**src/rtl/ladder_array_renderer_pkg.sv**
```systemverilog
// Shared types for the ladder overlay: screen coordinates, the 38-bit VGA bundle
// carried through the pipe, and the growth sequencer state encoding.
package ladder_array_renderer_pkg;

  localparam int LADDER_MAX = 8;
  localparam int HOR_PIXELS = 800;
  localparam int VER_PIXELS = 600;
  localparam int VGA_BUS_W  = 38;

  typedef logic [10:0] coord_t;

  typedef enum logic [1:0] {
    GROW_IDLE = 2'd0,
    GROW_RUN  = 2'd1,
    GROW_HOLD = 2'd2
  } grow_state_e;

  typedef struct packed {
    coord_t      vcount;
    logic        vsync;
    logic        vblnk;
    coord_t      hcount;
    logic        hsync;
    logic        hblnk;
    logic [11:0] rgb;
  } vga_bus_t;

  // Inclusive row span of a ladder box; callers guarantee bot >= top.
  function automatic coord_t ladder_height(input coord_t top, input coord_t bot);
    return bot - top + 11'd1;
  endfunction

endpackage

```
**src/rtl/ladder_array_renderer_if.sv**
```systemverilog
// VGA timing + rgb bundle passed between overlay stages. in/out are the sink/source
// views used by a stage; master/slave alias them for the stage driving the chain.
interface vga_if;
  import ladder_array_renderer_pkg::*;

  coord_t      vcount;
  logic        vsync;
  logic        vblnk;
  coord_t      hcount;
  logic        hsync;
  logic        hblnk;
  logic [11:0] rgb;

  modport in     (input  vcount, vsync, vblnk, hcount, hsync, hblnk, rgb);
  modport out    (output vcount, vsync, vblnk, hcount, hsync, hblnk, rgb);
  modport master (output vcount, vsync, vblnk, hcount, hsync, hblnk, rgb);
  modport slave  (input  vcount, vsync, vblnk, hcount, hsync, hblnk, rgb);
endinterface

```
**src/rtl/ladder_array_renderer_grow_fsm.sv**
```systemverilog
// Ladder growth sequencer: detects frame starts on vsync and raises the revealed
// height by one row every STEP_FRAMES frames until the tallest ladder is complete.
//  state     | meaning
//  GROW_IDLE | game not running, ladders hidden, reveal held at 0
//  GROW_RUN  | reveal advances one row per STEP_FRAMES frame ticks
//  GROW_HOLD | tallest ladder fully shown, grow_done high
module ladder_grow_fsm
  import ladder_array_renderer_pkg::*;
#(
  parameter int STEP_FRAMES = 2
) (
  input  logic   clk,
  input  logic   rst_n,
  input  logic   start_game,
  input  logic   vsync,
  input  coord_t max_h,
  output coord_t reveal,
  output logic   grow_done,
  output logic   active
);

  localparam int              FC_W    = (STEP_FRAMES > 1) ? $clog2(STEP_FRAMES) : 1;
  localparam logic [FC_W-1:0] FC_LAST = FC_W'(STEP_FRAMES - 1);

  grow_state_e     state_d, state_q;
  coord_t          reveal_d, reveal_q;
  logic [FC_W-1:0] frame_cnt_d, frame_cnt_q;
  logic            vsync_prev_d, vsync_prev_q;
  logic            grow_done_d, grow_done_q;
  logic            active_d, active_q;
  logic            tick;

  assign tick = vsync & ~vsync_prev_q;

  always_comb begin
    state_d      = state_q;
    reveal_d     = reveal_q;
    frame_cnt_d  = frame_cnt_q;
    vsync_prev_d = vsync;
    // Dropping start_game overrides everything, including a coincident tick.
    if (!start_game) begin
      state_d     = GROW_IDLE;
      reveal_d    = '0;
      frame_cnt_d = '0;
    end else begin
      case (state_q)
        GROW_IDLE: begin
          state_d     = GROW_RUN;
          reveal_d    = '0;
          frame_cnt_d = '0;
        end
        GROW_RUN: begin
          if (reveal_q >= max_h) begin
            state_d = GROW_HOLD;
          end else if (tick) begin
            if (frame_cnt_q == FC_LAST) begin
              frame_cnt_d = '0;
              reveal_d    = reveal_q + 11'd1;
              if (reveal_d >= max_h) state_d = GROW_HOLD;
            end else begin
              frame_cnt_d = frame_cnt_q + 1'b1;
            end
          end
        end
        GROW_HOLD: state_d = GROW_HOLD;
        default:   state_d = GROW_IDLE;
      endcase
    end
    grow_done_d = (state_d == GROW_HOLD);
    active_d    = (state_d != GROW_IDLE);
  end

  always_ff @(posedge clk or negedge rst_n) begin
    if (!rst_n) begin
      state_q      <= GROW_IDLE;
      reveal_q     <= '0;
      frame_cnt_q  <= '0;
      vsync_prev_q <= 1'b0;
      grow_done_q  <= 1'b0;
      active_q     <= 1'b0;
    end else begin
      state_q      <= state_d;
      reveal_q     <= reveal_d;
      frame_cnt_q  <= frame_cnt_d;
      vsync_prev_q <= vsync_prev_d;
      grow_done_q  <= grow_done_d;
      active_q     <= active_d;
    end
  end

  assign reveal    = reveal_q;
  assign grow_done = grow_done_q;
  assign active    = active_q;

endmodule

```
**src/rtl/ladder_array_renderer.sv**
```systemverilog
// Ladder overlay stage: draws NUM_LADDERS tiled-sprite ladders over the incoming
// background, each growing upward from its bottom row once the game starts.
module ladder_array_renderer
  import ladder_array_renderer_pkg::*;
#(
  parameter int          NUM_LADDERS = 4,
  parameter int          TILE_W      = 32,
  parameter int          TILE_H      = 32,
  parameter int          STEP_FRAMES = 2,
  parameter logic [11:0] KEY_RGB     = 12'hF0F,
  parameter logic [11:0] BLANK_RGB   = 12'h888
) (
  input  logic                              clk,
  input  logic                              rst_n,
  input  logic                              start_game,
  input  logic [NUM_LADDERS*11-1:0]         x_left,
  input  logic [NUM_LADDERS*11-1:0]         y_top,
  input  logic [NUM_LADDERS*11-1:0]         y_bot,
  input  logic [11:0]                       rgb_pixel,
  output logic [$clog2(TILE_W*TILE_H)-1:0]  pixel_addr,
  output logic                              grow_done,
  vga_if.in                                 in,
  vga_if.out                                out
);

  localparam int COL_W  = $clog2(TILE_W);
  localparam int ROW_W  = $clog2(TILE_H);
  localparam int ADDR_W = ROW_W + COL_W;

  coord_t                 reveal;
  coord_t                 max_h;
  logic                   active;
  logic [NUM_LADDERS-1:0] hit_vec;
  logic [COL_W-1:0]       col_vec [NUM_LADDERS];
  logic [ROW_W-1:0]       row_vec [NUM_LADDERS];

  vga_bus_t          bus_in;
  vga_bus_t          bus1_d, bus1_q, bus2_d, bus2_q, out_d, out_q;
  logic              hit1_d, hit1_q, hit2_d, hit2_q;
  logic [ADDR_W-1:0] addr_d, addr_q;

  always_comb begin
    max_h = '0;
    for (int i = 0; i < NUM_LADDERS; i++) begin
      if (ladder_height(y_top[i*11 +: 11], y_bot[i*11 +: 11]) > max_h)
        max_h = ladder_height(y_top[i*11 +: 11], y_bot[i*11 +: 11]);
    end
  end

  ladder_grow_fsm #(
    .STEP_FRAMES (STEP_FRAMES)
  ) u_grow (
    .clk        (clk),
    .rst_n      (rst_n),
    .start_game (start_game),
    .vsync      (in.vsync),
    .max_h      (max_h),
    .reveal     (reveal),
    .grow_done  (grow_done),
    .active     (active)
  );

  // Growth test is vcount + reveal > y_bot so a tall reveal never wraps below zero.
  for (genvar i = 0; i < NUM_LADDERS; i++) begin : g_ladder
    coord_t      xl, yt, yb;
    logic [11:0] x_end;
    logic        in_x, in_y;

    assign xl    = x_left[i*11 +: 11];
    assign yt    = y_top[i*11 +: 11];
    assign yb    = y_bot[i*11 +: 11];
    assign x_end = {1'b0, xl} + 12'(TILE_W);
    assign in_x  = (in.hcount >= xl) && ({1'b0, in.hcount} < x_end);
    assign in_y  = (in.vcount >= yt) && (in.vcount <= yb) &&
                   (({1'b0, in.vcount} + {1'b0, reveal}) > {1'b0, yb});

    assign hit_vec[i] = active && (reveal != '0) && in_x && in_y;
    assign col_vec[i] = COL_W'(in.hcount - xl);
    assign row_vec[i] = ROW_W'(in.vcount - yt);
  end

  assign bus_in = {in.vcount, in.vsync, in.vblnk, in.hcount, in.hsync, in.hblnk, in.rgb};

  always_comb begin
    addr_d = addr_q;
    for (int i = NUM_LADDERS - 1; i >= 0; i--) begin
      if (hit_vec[i]) addr_d = {row_vec[i], col_vec[i]};
    end
    hit1_d = |hit_vec;
    hit2_d = hit1_q;
    bus1_d = bus_in;
    bus2_d = bus1_q;
    // rgb_pixel now carries the texel addressed two cycles ago, aligned with bus2_q.
    out_d  = bus2_q;
    if (bus2_q.hblnk || bus2_q.vblnk)
      out_d.rgb = BLANK_RGB;
    else if (hit2_q && (rgb_pixel != KEY_RGB))
      out_d.rgb = rgb_pixel;
  end

  always_ff @(posedge clk or negedge rst_n) begin
    if (!rst_n) begin
      addr_q <= '0;
      hit1_q <= 1'b0;
      hit2_q <= 1'b0;
      bus1_q <= '0;
      bus2_q <= '0;
      out_q  <= '0;
    end else begin
      addr_q <= addr_d;
      hit1_q <= hit1_d;
      hit2_q <= hit2_d;
      bus1_q <= bus1_d;
      bus2_q <= bus2_d;
      out_q  <= out_d;
    end
  end

  assign pixel_addr = addr_q;
  assign out.vcount = out_q.vcount;
  assign out.vsync  = out_q.vsync;
  assign out.vblnk  = out_q.vblnk;
  assign out.hcount = out_q.hcount;
  assign out.hsync  = out_q.hsync;
  assign out.hblnk  = out_q.hblnk;
  assign out.rgb    = out_q.rgb;

endmodule
```
**src/flat_wrapper.sv**
```systemverilog
// flat-port wrapper written by rule: the top's interface ports become plain ports
module ladder_array_renderer_flat import ladder_array_renderer_pkg::*;
#(
  parameter int          NUM_LADDERS = 4,
  parameter int          TILE_W      = 32,
  parameter int          TILE_H      = 32,
  parameter int          STEP_FRAMES = 2,
  parameter logic [11:0] KEY_RGB     = 12'hF0F,
  parameter logic [11:0] BLANK_RGB   = 12'h888
)
  (clk, rst_n, start_game, x_left, y_top, y_bot, rgb_pixel, pixel_addr, grow_done, in_vcount, in_vsync, in_vblnk, in_hcount, in_hsync, in_hblnk, in_rgb, out_vcount, out_vsync, out_vblnk, out_hcount, out_hsync, out_hblnk, out_rgb);
  vga_if in_i ();
  vga_if out_i ();
  input  logic clk;
  input  logic rst_n;
  input  logic start_game;
  input  logic [NUM_LADDERS*11-1:0] x_left;
  input  logic [NUM_LADDERS*11-1:0] y_top;
  input  logic [NUM_LADDERS*11-1:0] y_bot;
  input  logic [11:0] rgb_pixel;
  output logic [$clog2(TILE_W*TILE_H)-1:0] pixel_addr;
  output logic grow_done;
  input wire logic [$bits(in_i.vcount)-1:0] in_vcount;
  input wire logic [$bits(in_i.vsync)-1:0] in_vsync;
  input wire logic [$bits(in_i.vblnk)-1:0] in_vblnk;
  input wire logic [$bits(in_i.hcount)-1:0] in_hcount;
  input wire logic [$bits(in_i.hsync)-1:0] in_hsync;
  input wire logic [$bits(in_i.hblnk)-1:0] in_hblnk;
  input wire logic [$bits(in_i.rgb)-1:0] in_rgb;
  output wire logic [$bits(out_i.vcount)-1:0] out_vcount;
  output wire logic [$bits(out_i.vsync)-1:0] out_vsync;
  output wire logic [$bits(out_i.vblnk)-1:0] out_vblnk;
  output wire logic [$bits(out_i.hcount)-1:0] out_hcount;
  output wire logic [$bits(out_i.hsync)-1:0] out_hsync;
  output wire logic [$bits(out_i.hblnk)-1:0] out_hblnk;
  output wire logic [$bits(out_i.rgb)-1:0] out_rgb;
  assign in_i.vcount = in_vcount;
  assign in_i.vsync = in_vsync;
  assign in_i.vblnk = in_vblnk;
  assign in_i.hcount = in_hcount;
  assign in_i.hsync = in_hsync;
  assign in_i.hblnk = in_hblnk;
  assign in_i.rgb = in_rgb;
  assign out_vcount = out_i.vcount;
  assign out_vsync = out_i.vsync;
  assign out_vblnk = out_i.vblnk;
  assign out_hcount = out_i.hcount;
  assign out_hsync = out_i.hsync;
  assign out_hblnk = out_i.hblnk;
  assign out_rgb = out_i.rgb;
  ladder_array_renderer #(.NUM_LADDERS(NUM_LADDERS), .TILE_W(TILE_W), .TILE_H(TILE_H), .STEP_FRAMES(STEP_FRAMES), .KEY_RGB(KEY_RGB), .BLANK_RGB(BLANK_RGB)) u_core (.clk(clk), .rst_n(rst_n), .start_game(start_game), .x_left(x_left), .y_top(y_top), .y_bot(y_bot), .rgb_pixel(rgb_pixel), .pixel_addr(pixel_addr), .grow_done(grow_done), .in(in_i), .out(out_i));
endmodule
```
**config.mk**
```make
export PLATFORM = sky130hd
export DESIGN_NAME = ladder_array_renderer_flat
export DESIGN_NICKNAME = d
export VERILOG_FILES = /design/src/rtl/ladder_array_renderer_pkg.sv /design/src/rtl/ladder_array_renderer_if.sv /design/src/rtl/ladder_array_renderer_grow_fsm.sv /design/src/rtl/ladder_array_renderer.sv /design/src/flat_wrapper.sv
export SDC_FILE = /design/constraint.sdc
export NUM_CORES = 1
export LEC_CHECK = 0
export BUFFER_PORTS_ARGS = -buffer_cell sky130_fd_sc_hd__buf_2
export CORE_UTILIZATION = 60
export CTS_BUF_LIST = sky130_fd_sc_hd__clkbuf_4 sky130_fd_sc_hd__clkbuf_8
export DETAILED_ROUTE_END_ITERATION = 10
export GPL_TIMING_DRIVEN = 0
export HOLD_SLACK_MARGIN = 0.12
export MAX_ROUTING_LAYER = met4
export PLACE_DENSITY = 0.84
export SYNTH_ARGS = -nofsm -noshare
export SYNTH_HDL_FRONTEND = slang
export SYNTH_SLANG_ARGS = --single-unit
```
**constraint.sdc**
```tcl
create_clock -name clk -period 13.6 [get_ports clk]
set_input_delay 2.04 -clock clk [delete_from_list [all_inputs] [get_ports clk]]
set_output_delay 2.04 -clock clk [all_outputs]
set_load 0.01 [all_outputs]
```
==> results of run 1 <==
kinds of logic after synthesis:
kind of cell	count (synthesis)	synth area share
DFF	142	0.254
adders and majority gates	363	0.328
xor gates and xnor gates	86	0.0538
AOI/OAI and AO/OA	350	0.161
buffers and inverters	227	0.0614
muxes	59	0.0435
and+or+nand+nor	269	0.0978
Yosys cell counts (23+ instances only):
library cell / count / area share
mux2i_1: 45 / 0.032
ha_1: 356 / 0.32
inv_1: 211 / 0.057
xnor2_1: 74 / 0.046
o21ai_0: 64 / 0.023
a21o_1: 37 / 0.020
nand2b_1: 23 / 0.010
nand2_1: 51 / 0.014
dfrtp_1: 142 / 0.25
a21oi_1: 106 / 0.038
o21a_1: 24 / 0.013
nor2_1: 61 / 0.016
nand4_1: 31 / 0.014
a211oi_1: 29 / 0.016
nand3_1: 34 / 0.012
how the worst max path moves through the flow:
stage / end / cells after the start
finish: u_core.u_grow.reveal[8]$_DFFE_PN0P_ / 53
global route: u_core.u_grow.reveal[2]$_DFFE_PN0P_ / 53
CTS: u_core.u_grow.reveal[2]$_DFFE_PN0P_ / 54
detailed placement: u_core.u_grow.reveal[8]$_DFFE_PN0P_ / 54
global placement: u_core.u_grow.reveal[2]$_DFFE_PN0P_ / 53
floorplan: u_core.u_grow.reveal[2]$_DFFE_PN0P_ / 56
area by class of cell:
| cell class | count | area (um^2) | area share |
|---|---|---|---|
| Multi-Input combinational cell | 1127 | 9580 | 0.597 |
| Buffer | 15 | 65.1 | 0.00405 |
| Antenna cell | 4 | 10.0 | 0.000624 |
| Timing Repair Buffer | 238 | 1230 | 0.0766 |
| Sequential cell | 142 | 3550 | 0.221 |
| Clock buffer | 18 | 248 | 0.0154 |
| Inverter | 211 | 792 | 0.0493 |
| Clock inverter | 13 | 179 | 0.0111 |
| Tap cell | 313 | 392 | 0.0244 |
what timing repair did:
action | 4_1_cts | 5_1_grt
gates resized for setup | 0 | 2
buffers inserted | 0 | 4
hold buffers | 0 | 0
endpoints found under the setup margin | 0 | 11
endpoints found under the hold margin | 0 | 0
routing by layer:
metal	vias up	share of wire	global-route usage
li1	5875	-	-
met1	5727	0.41	0.421
met2	503	0.47	0.574
met3	99	0.079	0.0493
met4	0	0.037	0.143
met5	-	0	-
through the flow:
stage                     setup slack (ns)  instance area, um^2  hold WS, ns  setup TNS (ns)  power, mW
after floorplan                       1.69                14000        0.331               0       1.19
after global placement               0.216                15600        0.331               0       1.46
after detailed placement            -0.105                15600        0.335          -0.340       1.50
after CTS                            0.327                16000        0.346               0       1.87
after global routing                0.0875                16000        0.344               0       2.05
final                                0.712                16100        0.345               0       1.90
registers in the layout, indices dropped and copies added (netlist names), 2 cells and up:
signal and flops:
u_core.u_grow.reveal 11, u_core.out.vcount 11, u_core.out.rgb 12, u_core.bus1_q 38, u_core.bus2_q 38, u_core.pixel_addr 10, u_core.out.hcount 11, u_core.u_grow.state_q 2
power breakdown:
| part | internal, mW | switching [mW] |
|---|---|---|
| registers | 0.442 | 0.00700 |
| logic | 0.473 | 0.620 |
| clock network | 0.190 | 0.163 |
| total | 1.11 | 0.791 |
cell usage in the layout, fill, tap and decap left out, drive strengths merged, types with 14 or more instances in the layout:
cell,instances
o21ai,68
a21o,37
dfrtp,142
nor2,61
mux2,14
o211ai,14
buf,243
nand2b,23
nand3,34
nand4,31
ha,356
xnor2,74
mux2i,45
inv,217
o21a,24
a211oi,29
nor3,18
nand2,51
nor2b,21
clkbuf,28
a21oi,106
==> results.md, run 1 <==
* Max-slew violation count at 0
* Core Rows at 55
* Slew Limit Headroom at 0.247
* Congestion Overflow GR at 0
* Die area at 0.0239 mm^2
* Die W at 155 um
* Critical Path Sink Type: register
* Syn Inst Count at 1496
* Hold Crit Start: u_core.bus1_q[16]$_DFF_PN0_
* Distinct cell type count after synthesis at 61
* Slowest stage cell, crit path: or4b_1
* Clock Skew at 0.0182 ns
* Kind of cell adding the most delay to the critical path: compound AO/OA/AOI/OAI gates
* Tcrit/Tclk final at 0.948
* Routed Antenna Nets at 0
* Clock Pin Slew Worst Setup and Hold Paths at 0.08 ns
* R2R cell count at 33
* Vias in the first global route at 12200
* H-tree lvl count at 4
* Area Growth Syn to Fin at 14.7%
* PD cells at 118 mW/mm^2
* Worst Hold Depth at 0
* First-pass GRT wire length at 62.2 mm
* CP Launch Type: primary input
* Critical path type: primary input to register
* Max VDD drop at 0.118 mV
* Core ar. at 0.0228 mm^2
* Maximum buffer depth of the clock tree at 2
* Lkg Pwr at 8.68 nW
* Final setup fails at 0
* Final Hold Violating Endpoints at 0
* Final core utilization at 0.705
* Reg-to-reg endpoint: u_core.pixel_addr[4]$_DFFE_PN0P_
* DP HPWL at 32.4 mm
* Root Buffer: clkbuf_8
* Clock latency at the later pin of the worst-skew pair at 0.43 ns
* CP max stage delay at 0.69 ns
* Synthesized Nets at 2044
* Fillers at 1763
* Seq/Total Area, Yosys at 0.254
* Crit path arrival time at 13.24 ns
* Initial Utilization at 0.614
* Buf+Inv Stages, Crit Path at 7
* Via density at 5.86
* FFs w/ async S/R, synth at 1.00
* Syn Area/Cell at 9.35 um^2
* Worst-margin pin slew at 1.12 ns
* Hold WC Path Type: register to register
* GPL Wtd Cong at 0.990
* FMAX at 0.0776 GHz
* Clock buffer count from CTS at 17
* Synth Register Bits at 142
* Remaining DRCs at 0
* GRT Overall Usage at 0.345
* Status: completed
* Drt pass-1 iters at 5
* Post-synth EDFFs at 0
* Routed WL per cell at 19.0 um
* WHS Endpoint: u_core.bus2_q[16]$_DFF_PN0_
* Worst reg-to-reg setup slack at 5.98 ns
* Max Cap Violations at 0
* IO Port Bufs at 233
* Ys flop type: dfrtp_1
* Yosys warning count at 0
* Largest net degree at the start of global routing at 94
* Crit-path max FO at 10
* Initial antenna violation count at 2
* Share of layout cells above drive strength 1 at 0.165
* Start of the worst register-to-register path: u_core.u_grow.reveal[0]$_DFFE_PN0P_
* DR vias at 12200
* Post-Layout Cell Count at 2081
* Chip height at 155 um
* Synth Cell Area at 0.0140 mm^2
* RSZ-0062 raised after global routing: false
* Detailed Route WL at 39.5 mm
* DR iter-0 viols at 852
* Worst Path Required at 13.95 ns
* Clk sink count at 142
* TritonCTS clock tree: done
* Top Ports at 234
* Critical path startpoint: y_bot[12]
* Nets@finish at 2300
* Post-Place Cells at 2043
* Min Tclk post-route at 12.89 ns
Power figures use the tool's default switching activity.
==> run 2, diff against run 1 <==
- CTS_BUF_LIST: sky130_fd_sc_hd__clkbuf_4 sky130_fd_sc_hd__clkbuf_8 -> sky130_fd_sc_hd__clkbuf_2
==> results.md, run 2 (synthesis gave the netlist of run 1 again) <==
* FF/Latch Area at 0.00355 mm^2 (unchanged)
* Core ar. at 0.0228 mm^2 (unchanged)
* Post-Layout Cell Count at 2076 (-0.24%)
* Worst Hold Depth at 0 (unchanged)
* Congestion Overflow GR at 0 (unchanged)
* Top Ports at 234 (unchanged)
* GRT Overall Usage at 0.339 (-0.00613)
* PD cells at 112 mW/mm^2 (-4.9%)
* Detailed Route WL at 39.1 mm (-0.99%)
* Max VDD drop at 0.117 mV (-0.18%)
* Crit path arrival time at 13.42 ns (+0.18 ns)
* Lkg Pwr at 8.60 nW (-0.90%)
* Vias in the first global route at 12100 (-0.70%)
* Critical path type: primary input to register
* DR iter-0 viols at 872 (+2.3%)
* Largest net degree at the start of global routing at 94 (unchanged)
* WHS Endpoint: u_core.out.vsync$_DFF_PN0_
* CP max stage delay at 0.68 ns (about the same)
* RSZ-0062 raised after global routing: false
* Min Tclk post-route at 12.83 ns (-0.0620 ns)
* Routed WL per cell at 18.8 um (-0.75%)
* Fillers at 1787 (+1.4%)
* Final setup fails at 0 (unchanged)
* Number of post-CTS setup repair buffers at 0 (unchanged)
* H-tree lvl count at 4 (unchanged)
* Worst-margin pin slew at 1.08 ns (-0.0408 ns)
* Die area at 0.0239 mm^2 (unchanged)
* Clock Pin Slew Worst Setup and Hold Paths at 0.22 ns (+0.14 ns)
* FMAX at 0.0780 GHz (+0.48%)
* Drt pass-1 iters at 5 (unchanged)
* Crit-path max FO at 10 (unchanged)
* Slowest stage cell, crit path: or4b_1
* Maximum buffer depth of the clock tree at 2 (unchanged)
* Critical Path Sink Type: register
* Routed Antenna Nets at 0 (unchanged)
* GPL Wtd Cong at 0.990 (unchanged)
* Clock buffer count from CTS at 17 (unchanged)
* Remaining DRCs at 0 (unchanged)
* TritonCTS clock tree: done
* Max Cap Violations at 0 (unchanged)
* First-pass GRT wire length at 61.2 mm (-1.5%)
* Core Rows at 55 (unchanged)
* Clock latency at the later pin of the worst-skew pair at 0.67 ns (+0.24 ns)
* DP HPWL at 32.4 mm (unchanged)
* Share of layout cells above drive strength 1 at 0.162 (-0.00303)
* Post-Place Cells at 2043 (unchanged)
* Tcrit/Tclk final at 0.943 (-0.00456)
* Leading cell types in the layout, fill and taps excluded: ha_1, buf_2, inv_1, dfrtp_1, a21oi_1
* Multi-input logic area at 0.00958 mm^2 (about the same)
* CP Launch Type: primary input
* Hold_buf cts at 0 (unchanged)
* DR vias at 12200 (+0.090%)
* Reg-to-reg endpoint: u_core.pixel_addr[9]$_DFFE_PN0P_
* Most common cell after layout, fill and taps aside: ha_1
* Final core utilization at 0.696 (-0.00846)
* Via density at 5.88 (+0.33%)
* Chip height at 155 um (unchanged)
* Nets@finish at 2296 (-0.17%)
* R2R cell count at 33 (unchanged)
* Worst reg-to-reg setup slack at 5.84 ns (-0.14 ns)
* Hold WC Path Type: register to register
* Hold Crit Start: u_core.bus2_q[26]$_DFF_PN0_
* Area Growth Syn to Fin at 13.3%
* WHS at 0.355 ns (+0.00965 ns)
* Clk sink count at 142 (unchanged)
* Status: completed
* Final Hold Violating Endpoints at 0 (unchanged)
* Start of the worst register-to-register path: u_core.u_grow.reveal[0]$_DFFE_PN0P_
* Worst Path Required at 14.19 ns (+0.24 ns)
* Root Buffer: clkbuf_2
* Max-slew violation count at 0 (unchanged)
* Initial Utilization at 0.614 (unchanged)
* Initial antenna violation count at 3 (+1)
* IO Port Bufs at 233 (unchanged)
* CTS resizes at 0 (unchanged)
* Clock Skew at 0.0363 ns (+0.0181 ns)
* Slew Limit Headroom at 0.275 (+0.0275)
* Die W at 155 um (unchanged)
[run 2: changes by cell type in the layout (fill, tap and decap cells not counted)]
cell	previous run	this run
diode_2	4	3
clkinv_1	0	1
buf_4	5	1
o31a_1	0	1
clkbuf_8	18	0
clkbuf_2	1	18
o31a_2	1	0
[run 2: through the flow]
| stage | cell area (um^2) | setup TNS, ns | setup slack, ns | power, mW |
|---|---|---|---|---|
| 2_1_floorplan | 14000 | 0 | 1.69 | 1.19 |
| 3_3_place_gp | 15600 | 0 | 0.216 | 1.46 |
| 3_5_place_dp | 15600 | -0.340 | -0.105 | 1.50 |
| 4_1_cts | 15900 | 0 | 0.569 | 1.77 |
| 5_1_grt | 15900 | 0 | 0.0667 | 1.93 |
| 6_report | 15900 | 0 | 0.773 | 1.78 |
[run 2: where the power goes]
| part | total [mW] | switching [mW] | internal, mW |
|---|---|---|---|
| clock | 0.260 | 0.154 | 0.106 |
| combinational | 1.07 | 0.618 | 0.454 |
| sequential | 0.449 | 0.00680 | 0.442 |
| total | 1.78 | 0.779 | 1.00 |
[run 2: worst max-delay path: cells and delay by family]
| family | cells | cell delay, ns |
|---|---|---|
| buf+inv | 7 | 1.18 |
| simple gates | 6 | 1.74 |
| fa+ha+maj | 7 | 2.23 |
| xor+xnor | 1 | 0.24 |
| compound gates | 29 | 4.83 |
| mux | 3 | 1.14 |
[run 2: cell type report]
type / count / area share
buffer: 15 / 0.00410
multi-input combinational: 1127 / 0.604
inverter: 211 / 0.0499
antenna: 3 / 0.000473
timing repair buffer: 234 / 0.0757
tap: 313 / 0.0247
clock inverter: 14 / 0.0115
clock buffer: 17 / 0.00536
sequential: 142 / 0.224
[run 2: how the worst max path moves through the flow]
stage	start	end	slack, ns	cells past startpoint
2_1_floorplan	y_bot[1]	u_core.u_grow.reveal[2]$_DFFE_PN0P_	1.69	56
3_3_place_gp	y_top[13]	u_core.u_grow.reveal[2]$_DFFE_PN0P_	0.22	53
3_5_place_dp	y_bot[12]	u_core.u_grow.reveal[8]$_DFFE_PN0P_	-0.11	54
4_1_cts	y_bot[12]	u_core.u_grow.reveal[2]$_DFFE_PN0P_	0.57	54
5_1_grt	y_bot[12]	u_core.u_grow.reveal[2]$_DFFE_PN0P_	0.07	53
6_report	y_bot[12]	u_core.u_grow.reveal[2]$_DFFE_PN0P_	0.77	53
[run 2: per-layer routing]
metal / vias up / track usage / wire (um)
li1: 5869 / - / -
met1: 5735 / 0.417 / 16400
met2: 501 / 0.560 / 18200
met3: 110 / 0.0502 / 2950
met4: 0 / 0.137 / 1540
met5: - / - / 0
==> run 3, diff against run 2 <==
- ABC_AREA: default -> 1
==> results.md, run 3 <==
* Ys flop type: dfrtp_1
* Post-synth EDFFs at 0 (unchanged)
* Hold_buf cts at 0 (unchanged)
* Initial antenna violation count at 5 (+2)
* Critical path type: primary input to register
* Remaining DRCs at 0 (unchanged)
* Routed WL per cell at 16.3 um (-13%)
* Maximum buffer depth of the clock tree at 2 (unchanged)
* Hold WC Path Type: register to register
* Share of layout cells above drive strength 1 at 0.138 (-0.0239)
* FFs w/ async S/R, synth at 1.00 (unchanged)
* IO Port Bufs at 233 (unchanged)
* Synth Register Bits at 142 (unchanged)
* Most frequent cell on the critical path: nand2_1
* Synthesized Nets at 2427 (+19%)
* Crit-path max FO at 10 (unchanged)
* PD cells at 113 mW/mm^2 (+0.33%)
* Initial Utilization at 0.619 (+0.00460)
* Max VDD drop at 0.101 mV (-14%)
* TritonCTS clock tree: done
* Worst Path Required at 14.18 ns (about the same)
* Max Cap Violations at 0 (unchanged)
* Status: completed
* Synth area leader: ha_1
* CTS resizes at 0 (unchanged)
* Chip height at 159 um (+2.5%)
* Synth Cell Area at 0.0147 mm^2 (+5.1%)
* Core Rows at 56 (+1.8%)
* GRT Overall Usage at 0.337 (-0.00197)
* Critical Path Sink Type: register
* Fin area at 0.0165 mm^2 (+4.3%)
* Setup TNS at 0 ns (unchanged)
* Largest net degree at the start of global routing at 110 (+17%)
* FMAX at 0.0902 GHz (+16%)
* Syn Inst Count at 1879 (+26%)
* Core ar. at 0.0238 mm^2 (+4.3%)
* Die W at 159 um (+2.5%)
* Yosys warning count at 0 (unchanged)
* Final Hold Violating Endpoints at 0 (unchanged)
* Yosys top cell area share at 0.303 (-0.0153)
* Synth cell count leaders: nand2_1, ha_1, inv_1
* DR iter-0 viols at 800 (-8.3%)
* Leading cell types in the layout, fill and taps excluded: nand2_1, ha_1, inv_1, buf_2, a21oi_1
* Slew Limit Headroom at 0.245 (-0.0300)
* Syn Area/Cell at 7.82 um^2 (-16%)
* CP max stage delay at 0.41 ns (-0.27 ns)
* Routed Antenna Nets at 0 (unchanged)
* Detailed Route WL at 40.3 mm (+3.0%)
* First-pass GRT wire length at 63.9 mm (+4.4%)
* Final setup fails at 0 (unchanged)
* Min Tclk post-route at 11.09 ns (-1.73 ns)
* Vias in the first global route at 13400 (+11%)
* Area Growth Syn to Fin at 12.5%
* Clk sink count at 142 (unchanged)
* Placement-stage cell area at 0.0163 mm^2 (+4.6%)
* Most common cell after layout, fill and taps aside: nand2_1
* Via density at 5.64 (-4.1%)
* Top post-synthesis cells by area: ha_1, dfrtp_1, nand2_1
* Nets@finish at 2680 (+17%)
* Congestion Overflow GR at 0 (unchanged)
* RSZ-0062 raised after global routing: false
* Clock Pin Slew Worst Setup and Hold Paths at 0.24 ns (+0.02 ns)
* DP HPWL at 33.8 mm (+4.4%)
* DR vias at 13900 (+14%)
* Number of post-CTS setup repair buffers at 0 (unchanged)
* H-tree lvl count at 4 (unchanged)
* Clock buffer count from CTS at 17 (unchanged)
* Fillers at 1988 (+11%)
* Seq/Total Area, Yosys at 0.242 (-0.0122)
* Die area at 0.0251 mm^2 (+5.0%)
* Lkg Pwr at 9.49 nW (+10%)
* Root Buffer: clkbuf_2
* Slowest stage cell, crit path: fa_1
* Drt pass-1 iters at 5 (unchanged)
* GPL Wtd Cong at 1.02 (+3.1%)
* Clock latency at the later pin of the worst-skew pair at 0.67 ns (about the same)
* Top-count cell post-synth: nand2_1
* Tcrit/Tclk final at 0.816 (-0.128)
* Crit path arrival time at 11.67 ns (-1.75 ns)
* Clock Skew at 0.0270 ns (-0.00937 ns)
* Worst-margin pin slew at 1.12 ns (+0.0449 ns)
* Max-slew violation count at 0 (unchanged)
* Distinct cell type count after synthesis at 49 (-20%)
* Top Ports at 234 (unchanged)
* CP Launch Type: primary input
## run 3: through the flow
step	std cells	util	power [mW]	setup WS, ns	hold WS, ns
2_1_floorplan	1879	-	1.28	3.89	0.331
3_3_place_gp	2431	0.685	1.56	2.21	0.331
3_5_place_dp	2432	0.686	1.62	2.01	0.335
4_1_cts	2464	0.696	1.85	2.76	0.356
5_1_grt	2469	0.696	2.05	1.61	0.349
6_report	2469	0.696	1.86	2.51	0.363
## run 3: path summary, 6_finish.rpt
check	cells past startpoint	slack, ns	start	end
max	60	2.51	y_bot[1]	u_core.u_grow.reveal[1]$_DFFE_PN0P_
min	0	0.36	u_core.bus2_q[35]$_DFF_PN0_	u_core.out.vcount[8]$_DFF_PN0_
max reg2reg	31	8.05	u_core.u_grow.reveal[0]$_DFFE_PN0P_	u_core.pixel_addr[4]$_DFFE_PN0P_
min reg2reg	0	0.36	u_core.bus2_q[35]$_DFF_PN0_	u_core.out.vcount[8]$_DFF_PN0_
max in group asynchronous	2	11.58	rst_n	u_core.bus1_q[7]$_DFF_PN0_
min in group asynchronous	1	1.21	rst_n	u_core.u_grow.reveal[6]$_DFFE_PN0P_
## run 3: final cells by class
class                           instances  area [um^2]  area share
Multi-Input combinational cell       1426         9950       0.601
Sequential cell                       142         3550       0.215
Timing Repair Buffer                  234         1200      0.0725
Inverter                              295         1110      0.0669
Tap cell                              319          399      0.0241
Clock inverter                         15          144     0.00870
Buffer                                 16         93.8     0.00567
Clock buffer                           17         85.1     0.00514
Antenna cell                            5         12.5    0.000756
## run 3: critical path, delay by kind of cell
kind / cells / cell delay (ns)
fa+ha+maj: 7 / 2.00
buf+inv: 8 / 1.43
simple gates: 25 / 2.47
xor+xnor: 1 / 0.27
compound gates: 19 / 3.43
## run 3: cell families after synthesis
| family | synth area share |
|---|---|
| adder cells (fa/ha/maj) | 0.312 |
| AND/OR/NAND/NOR | 0.192 |
| buffers and inverters | 0.0817 |
| multiplexers | 0.000681 |
| XOR/XNOR | 0.0435 |
| AO/OA/AOI/OAI | 0.128 |
| flip-flops | 0.242 |
## run 3: layer usage
metal / GRT usage / part of all wire / vias to the layer above
li1: - / - / 6855
met1: 0.412 / 0.42 / 6317
met2: 0.555 / 0.46 / 632
met3: 0.0397 / 0.079 / 124
met4: 0.162 / 0.044 / 0
met5: - / 0 / -
## run 3: where the power goes
part / switching, mW / internal [mW]
Clock: 0.168 / 0.0568
Sequential: 0.0145 / 0.454
Combinational: 0.751 / 0.420
